<file path="src/rtl/peridot_csr_spi_bytemaster.sv">
// Byte-wide SPI master (mode 0, MSB first) behind a single 32-bit control register.
// Host owns select level; each start write shifts one byte out and one byte in.
module peridot_csr_spi_bytemaster #(
  parameter int unsigned CLOCK_DIVIDER = 2
) (
  input  logic        clock_sig,
  input  logic        reset_sig,
  input  logic        ctrl_write,
  input  logic [31:0] ctrl_writedata,
  output logic [31:0] ctrl_readdata,
  output logic        spi_ss_n,
  output logic        spi_sclk,
  output logic        spi_mosi,
  input  logic        spi_miso
);

  typedef enum logic [1:0] {
    IDLE     = 2'd0,
    SHIFT_LO = 2'd1,
    SHIFT_HI = 2'd2
  } state_e;

  localparam logic [7:0] DIV_LAST = 8'(CLOCK_DIVIDER - 1);

  state_e     state_q, state_d;
  logic [7:0] div_q, div_d;
  logic [2:0] bit_q, bit_d;
  logic [7:0] tx_q, tx_d;
  logic [7:0] rx_q, rx_d;
  logic [7:0] rxd_q, rxd_d;
  logic       sso_q, sso_d;
  logic       mosi_q, mosi_d;
  logic       rdy;

  always_ff @(posedge clock_sig or posedge reset_sig) begin
    if (reset_sig) begin
      state_q <= IDLE;
      div_q   <= '0;
      bit_q   <= '0;
      tx_q    <= '0;
      rx_q    <= '0;
      rxd_q   <= '0;
      sso_q   <= 1'b0;
      mosi_q  <= 1'b0;
    end else begin
      state_q <= state_d;
      div_q   <= div_d;
      bit_q   <= bit_d;
      tx_q    <= tx_d;
      rx_q    <= rx_d;
      rxd_q   <= rxd_d;
      sso_q   <= sso_d;
      mosi_q  <= mosi_d;
    end
  end

  always_comb begin
    state_d = state_q;
    div_d   = div_q;
    bit_d   = bit_q;
    tx_d    = tx_q;
    rx_d    = rx_q;
    rxd_d   = rxd_q;
    sso_d   = sso_q;
    mosi_d  = mosi_q;
    unique case (state_q)
      IDLE: begin
        if (ctrl_write) begin
          sso_d = ctrl_writedata[8];
          if (ctrl_writedata[9]) begin
            tx_d    = ctrl_writedata[7:0];
            mosi_d  = ctrl_writedata[7];
            div_d   = DIV_LAST;
            bit_d   = 3'd7;
            state_d = SHIFT_LO;
          end
        end
      end
      SHIFT_LO: begin
        if (div_q == 8'd0) begin
          div_d   = DIV_LAST;
          rx_d    = {rx_q[6:0], spi_miso};
          state_d = SHIFT_HI;
        end else begin
          div_d = div_q - 8'd1;
        end
      end
      SHIFT_HI: begin
        if (div_q == 8'd0) begin
          div_d = DIV_LAST;
          // MOSI keeps the last bit after the final falling edge
          if (bit_q == 3'd0) begin
            rxd_d   = rx_q;
            state_d = IDLE;
          end else begin
            bit_d   = bit_q - 3'd1;
            tx_d    = {tx_q[6:0], 1'b0};
            mosi_d  = tx_q[6];
            state_d = SHIFT_LO;
          end
        end else begin
          div_d = div_q - 8'd1;
        end
      end
      default: state_d = IDLE;
    endcase
  end

  assign rdy           = (state_q == IDLE);
  assign ctrl_readdata = {22'd0, rdy, sso_q, rxd_q};
  assign spi_ss_n      = ~sso_q;
  assign spi_sclk      = (state_q == SHIFT_HI);
  assign spi_mosi      = mosi_q;

endmodule
</file>
<file path="config.mk">
export PLATFORM = sky130hd
export DESIGN_NAME = peridot_csr_spi_bytemaster
export DESIGN_NICKNAME = d
export VERILOG_FILES = /design/src/rtl/peridot_csr_spi_bytemaster.sv
export SDC_FILE = /design/constraint.sdc
export NUM_CORES = 1
export LEC_CHECK = 0
export CAP_MARGIN = 40
export CORE_MARGIN = 3
export CORE_UTILIZATION = 48
export CTS_CLUSTER_DIAMETER = 100
export DETAILED_ROUTE_END_ITERATION = 16
export PLACE_DENSITY = 0.9
export SLEW_MARGIN = 20
export SYNTH_ARGS = -nofsm -noshare
export SYNTH_HDL_FRONTEND = slang
export SYNTH_SLANG_ARGS = --single-unit
</file>
<file path="constraint.sdc">
create_clock -name clock_sig -period 4.45 [get_ports clock_sig]
set_input_delay 0.89 -clock clock_sig [delete_from_list [all_inputs] [get_ports clock_sig]]
set_output_delay 0.89 -clock clock_sig [all_outputs]
set_load 0.1 [all_outputs]
</file>
==> impl_results.md, run 1 <==
* Grt ovf at 0
* Minimum clock period at between 3 and 4 ns
* CORE AREA at 4030 um^2
* CTS root buf: clkbuf_8
* Skew final at 0.00871 ns
* CP required at about 3.6 ns
* Post-synthesis xor/xnor area fraction at 0.0216
* Starting Density at 0.504
* Largest net degree at the start of global routing at 39
* Endpoint kind of the worst setup timing path: output pin
* Final period util at 0.675
* Setup TNS at 0 ns
* Gpl congestion at 0.762
* Status: completed
* Dominant synthesized flop cell: dfrtp_1
* Post-CTS setup buffers at 0
* Crit path max fanout at 14
* Post-synthesis cell area at just over 2000 um^2
* Post-synthesis cell type count at 37
* Nets at 278
* Wire per inst at 15.2 um
* Max_cap viols at 0
* Drt total wl at 4.31 mm
* Global-route wire length before repair at 7.06 mm
* Post-synth EDFFs at 0
* Port Buffers at 26
* CP Launch Type: flip-flop
* Post-route ant nets at 0
* Width of the die at 71.1 um
* Final setup fails at 0
* Kind of critical path: flip-flop to output pin
* Vias post-DR at 1485
* Most common cell in the netlist: dfrtp_1
* Synthesis-to-finish area growth at 24.5%
* Cell taking the most area after synthesis: dfrtp_1
* PostCTS Resize Cnt at 0
* Initial antenna violation count at 0
* Clock Latency Late Sink at 0.30 ns
* Vias in the first global route at 1541
* Die Span Y at 71.1 um
* Seq/Total Area, Yosys at 0.468
* Fraction of registers with async set/reset at 1.00
* Fmax at 333 MHz
* VDD IR-drop max at 319 uV
* Mux cell area share after synthesis at 0.0998
* Post-synthesis compound-gate area fraction at 0.0954
* Power per Cell Area at 675 nW/um^2
* Largest family of logic cells by synthesized area: simple AND/OR/NAND/NOR gates
* DRC viols at 0
* DIE AREA at 5050 um^2
* ANT cells at 0
* Layout Utilization at 0.628
* RSZ-0062 raised after global routing: false
* Top cell type's share of synthesized area at 0.468
* GRT Util Overall at 0.181
* Arrival @ worst endpoint at between 2 and 2.5 ns
* Mean Syn Cell Area at 10.5 um^2
* Synthesized flop and latch total at 38
* Ratio of cells with drive above 1 in the final layout at 0.162
* Syn. warnings at 0
* Reg clk slew, reported paths at about 0.07 ns
* Slew Limit Headroom at 0.622
* DR iter-0 viols at between 100 and 150
* CTS Sinks at 38
* Hold crit path type: flip-flop to flip-flop
* Synth Area in Simple Gates at 0.137
* Ports at 71
* Cts hold-fix bufs at 0
* Adder-cell share of the synthesized area at 0.0554
* # H-tree levels at 2
* Lkg Pwr at roughly 1.2 nW
* CTS tree: yes
* Row cnt at 23
* Fill cells at 297
* Slew at the pin closest to its max-slew limit at about 0.57 ns
* Longest Clk Path Bufs at 2
* Max-slew violation total from the final report at 0
* Most frequent cells after synthesis: 38 x dfrtp_1, 27 x nor2_1, 24 x buf_4
* DR pass1 iterations at 4
* Hpwl dp at around 3.1 mm
* CTS buffer count at 5
* Hold Vio Cnt, Final at 0
* Post-Syn Instances at between 150 and 200
* Synth top area cells: dfrtp_1 47%, buf_4 8.9%, ha_1 5.5%, mux2_2 5.5%, nor2_1 5.0%
* Via density at between 5 and 6
[kinds of logic (layout without fill, tap and decap cells)]
group,Yosys count,after routing
other,1,22
flip-flops,38,38
AND/OR/NAND/NOR,56,56
multiplexers,18,18
AO/OA/AOI/OAI,27,27
XOR/XNOR,5,5
adder cells (fa/ha/maj),9,9
buffers and inverters,39,59
[cell type report]
class / instances / area, um^2 / area share
tap: 50 / 62.6 / 0.0247
inverter: 10 / 37.5 / 0.0148
clock buffer: 6 / 82.6 / 0.0326
multi-input combinational: 137 / 913 / 0.361
timing repair buffer: 41 / 470 / 0.186
sequential: 38 / 951 / 0.376
clock inverter: 2 / 12.5 / 0.00495
[layer usage]
metal / share of wire / up-vias / GRT usage
met3: 0.042 / 11 / 0.0384
met2: 0.52 / 43 / 0.321
met5: 0 / - / 0
met1: 0.40 / 732 / 0.201
li1: - / 699 / -
met4: 0.031 / 0 / 0.100
[power breakdown]
part	switching [mW]	total [mW]	internal, mW	leakage [nW]
registers	0.0840	0.538	0.454	0.468
clock network	0.124	0.248	0.124	0.0472
logic	0.589	0.920	0.331	0.687
[state kept, by name (all words and copies together) (netlist names)]
name and count:
rxd_q 8, spi_mosi 1, rx_q 8, sso_q 1, state_q 2, div_q 8, tx_q 7, bit_q 3
[metrics by stage]
stage	hold slack [ns]	worst slack, ns	power (mW)	cells	area [um^2]
5_1_grt	0.507	1.36	1.80	284	2530
3_3_place_gp	0.467	1.41	1.33	262	2230
6_report	0.495	1.44	1.71	284	2530
4_1_cts	0.497	1.46	1.71	284	2530
3_5_place_dp	0.484	1.63	1.45	276	2430
2_1_floorplan	0.453	2.01	1.23	214	2110
[worst max-delay path: stages, from the launching register on]
cell,delay [ns]
dfrtp_1,0.42
inv_1,0.11
ha_1,0.47
clkdlybuf4s50_1,0.61
buf_8,0.20
[final timing paths]
kind                             from       end  slack (ns)  cells past startpoint
hold / removal               rxd_q[7]  rxd_q[7]        0.50                      1
max in group asynchronous   reset_sig   tx_q[0]        3.12                      3
setup reg to reg             div_q[0]  rxd_q[0]        2.10                      6
hold reg to reg              rxd_q[7]  rxd_q[7]        0.50                      1
setup / recovery           state_q[0]  spi_sclk        1.44                      4
min in group asynchronous   reset_sig   rx_q[1]        1.00                      3
[cell usage in the layout (no fill, tap or decap), types with 3 or more instances in the layout]
master,n
a21oi_1,4
a31oi_1,3
buf_8,13
clkbuf_8,6
clkdlybuf4s50_1,26
conb_1,22
dfrtp_1,38
ha_1,9
inv_1,10
mux2_1,8
mux2_2,10
nand2_1,10
nor2_1,27
o22ai_1,11
or3_1,3
xnor2_1,5
Power figures use the tool's default switching activity.
==> run 2: changes to the inputs <==
CORE_UTILIZATION = 41   (was 48)
PLACE_DENSITY = 0.83   (was 0.9)
clock period = 2.45 ns   (was 4.45 ns; I/O delays follow)
==> impl_results.md, run 2 (synthesis gave the netlist of run 1 again) <==
* Status: completed
* CP Launch Type: flip-flop
* Nets at 269
* Hold Vio Cnt, Final at 0
* FF+latch area at 951 um^2
* VDD IR-drop max at approximately 560 uV
* Largest net degree at the start of global routing at 39
* Minimum clock period at 2.30 ns
* Initial antenna violation count at 0
* Most frequent cells in the layout: 38 x dfrtp_1, 27 x nor2_1, 22 x conb_1
* Post-CTS setup buffers at 0
* DIE AREA at 5840 um^2
* DRC viols at 0
* Reg clk slew, reported paths at 0.07 ns
* Cell Chain, Critical Path: inv_1, ha_1, or3b_2, nor2_1, and3_1, mux2_1
* Drt total wl at 3.73 mm
* Hold crit path type: flip-flop to flip-flop
* Vias post-DR at 1423
* CP bufs+invs at 1
* Synthesis-to-finish area growth at 17.7%
* Max_cap viols at 0
* Crit path max fanout at 8
* Kind of critical path: flip-flop to flip-flop
* Ratio of cells with drive above 1 in the final layout at 0.182
* Row cnt at 24
* # placed instances at 282
* Non-Filler Instances at 290
* Clock Latency Late Sink at between 0.2 and 0.3 ns
* Setup TNS at 0 ns
* Max stage delay cell, worst path: or3b_2
* Width of the die at ~76 um
* DR iter-0 viols at 64
* Largest regs: div_q: 8 flops, rx_q: 8 flops, rxd_q: 8 flops
* CORE AREA at around 4600 um^2
* Hpwl dp at 2.71 mm
* Wire per inst at 12.8 um
* # H-tree levels at 2
* Cts hold-fix bufs at 0
* ANT cells at 0
* Post-DP Area at 2280 um^2
* Arrival @ worst endpoint at 2.47 ns
* DR pass1 iterations at 4
* Endpoint kind of the worst setup timing path: flip-flop
* Via density at around 5
* Die Span Y at 76.4 um
* RSZ-0062 raised after global routing: false
* Overall Power at 3.09 mW
* Vias in the first global route at 1367
* CTS buffer count at 5
* Max-slew violation total from the final report at 0
* Global-route wire length before repair at 6.17 mm
* Most common cell after layout, fill and taps aside: dfrtp_1
* CTS Sinks at 38
* GRT Util Overall at 0.132
* Ports at 71
* Longest Clk Path Bufs at 2
* Lkg Pwr at 1.16 nW
* Port Buffers at 26
* Fmax at 435 MHz
* Grt ovf at 0
* Final setup fails at 0
* Fill cells at 417
* Power per Cell Area at 1290 nW/um^2
* CTS tree: yes
* Footprint of the multi-input gates at 913 um^2
* PostCTS Resize Cnt at 0
* Starting Density at 0.445
* CP peak stage delay at 0.54 ns
* Skew final at 0.00611 ns
* Top delay family on crit path: simple AND/OR/NAND/NOR gates
* Final period util at 0.937
* Hold_ws at a little under 0.5 ns
* Fin area at approximately 2400 um^2
* Post-route ant nets at 0
* CP required at 2.62 ns
* Gpl congestion at around 0.82
* CTS root buf: clkbuf_8
-- run 2: cell types whose count changed in the layout (fill, tap and decap cells not counted) --
cell / delta
buf_4: +15
buf_8: -13
clkdlybuf4s50_1: -13
buf_12: +2
bufinv_16: +1
clkbuf_1: +1
clkbuf_8: -1
clkinv_2: -1
-- run 2: final cells by class --
class                           instances  area share
Clock buffer                            6      0.0304
Multi-Input combinational cell        137       0.382
Clock inverter                          2      0.0157
Tap cell                               65      0.0340
Timing Repair Buffer                   32       0.125
Sequential cell                        38       0.398
Inverter                               10      0.0157
-- run 2: power breakdown --
part / switching (mW) / leakage, nW / internal [mW]
Sequential: 0.140 / 0.468 / 0.825
Combinational: 1.05 / 0.639 / 0.557
Clock: 0.218 / 0.0514 / 0.304
Total: 1.41 / 1.16 / 1.69
-- run 2: path summary, 6_finish.rpt --
check / start / endpoint / slack [ns] / depth (start not counted)
max: div_q[0] / rxd_q[5] / 0.15 / 6
min: rxd_q[0] / rxd_q[0] / 0.49 / 1
max reg2reg: div_q[0] / rxd_q[5] / 0.15 / 6
min reg2reg: rxd_q[0] / rxd_q[0] / 0.49 / 1
max in group asynchronous: reset_sig / bit_q[2] / 1.52 / 3
min in group asynchronous: reset_sig / rxd_q[7] / 0.61 / 3
-- run 2: worst reg2reg max path, cell delays in order, from the launching register on --
cell and delay [ns]:
dfrtp_1 0.40, inv_1 0.09, ha_1 0.17, or3b_2 0.54, nor2_1 0.16, and3_1 0.45
mux2_1 0.37
-- run 2: layer usage --
layer	GRT usage	up-vias	wire length, um
li1	-	678	-
met1	0.155	687	1510
met2	0.228	52	1920
met3	0.0248	6	215
met4	0.0707	0	78
met5	0	-	0
-- run 2: through the flow --
step / setup WS (ns) / util
2_1_floorplan: 0.0100 / -
5_1_grt: 0.0272 / 0.524
3_3_place_gp: 0.217 / 0.500
3_5_place_dp: 0.193 / 0.500
6_report: 0.153 / 0.524
4_1_cts: 0.163 / 0.524
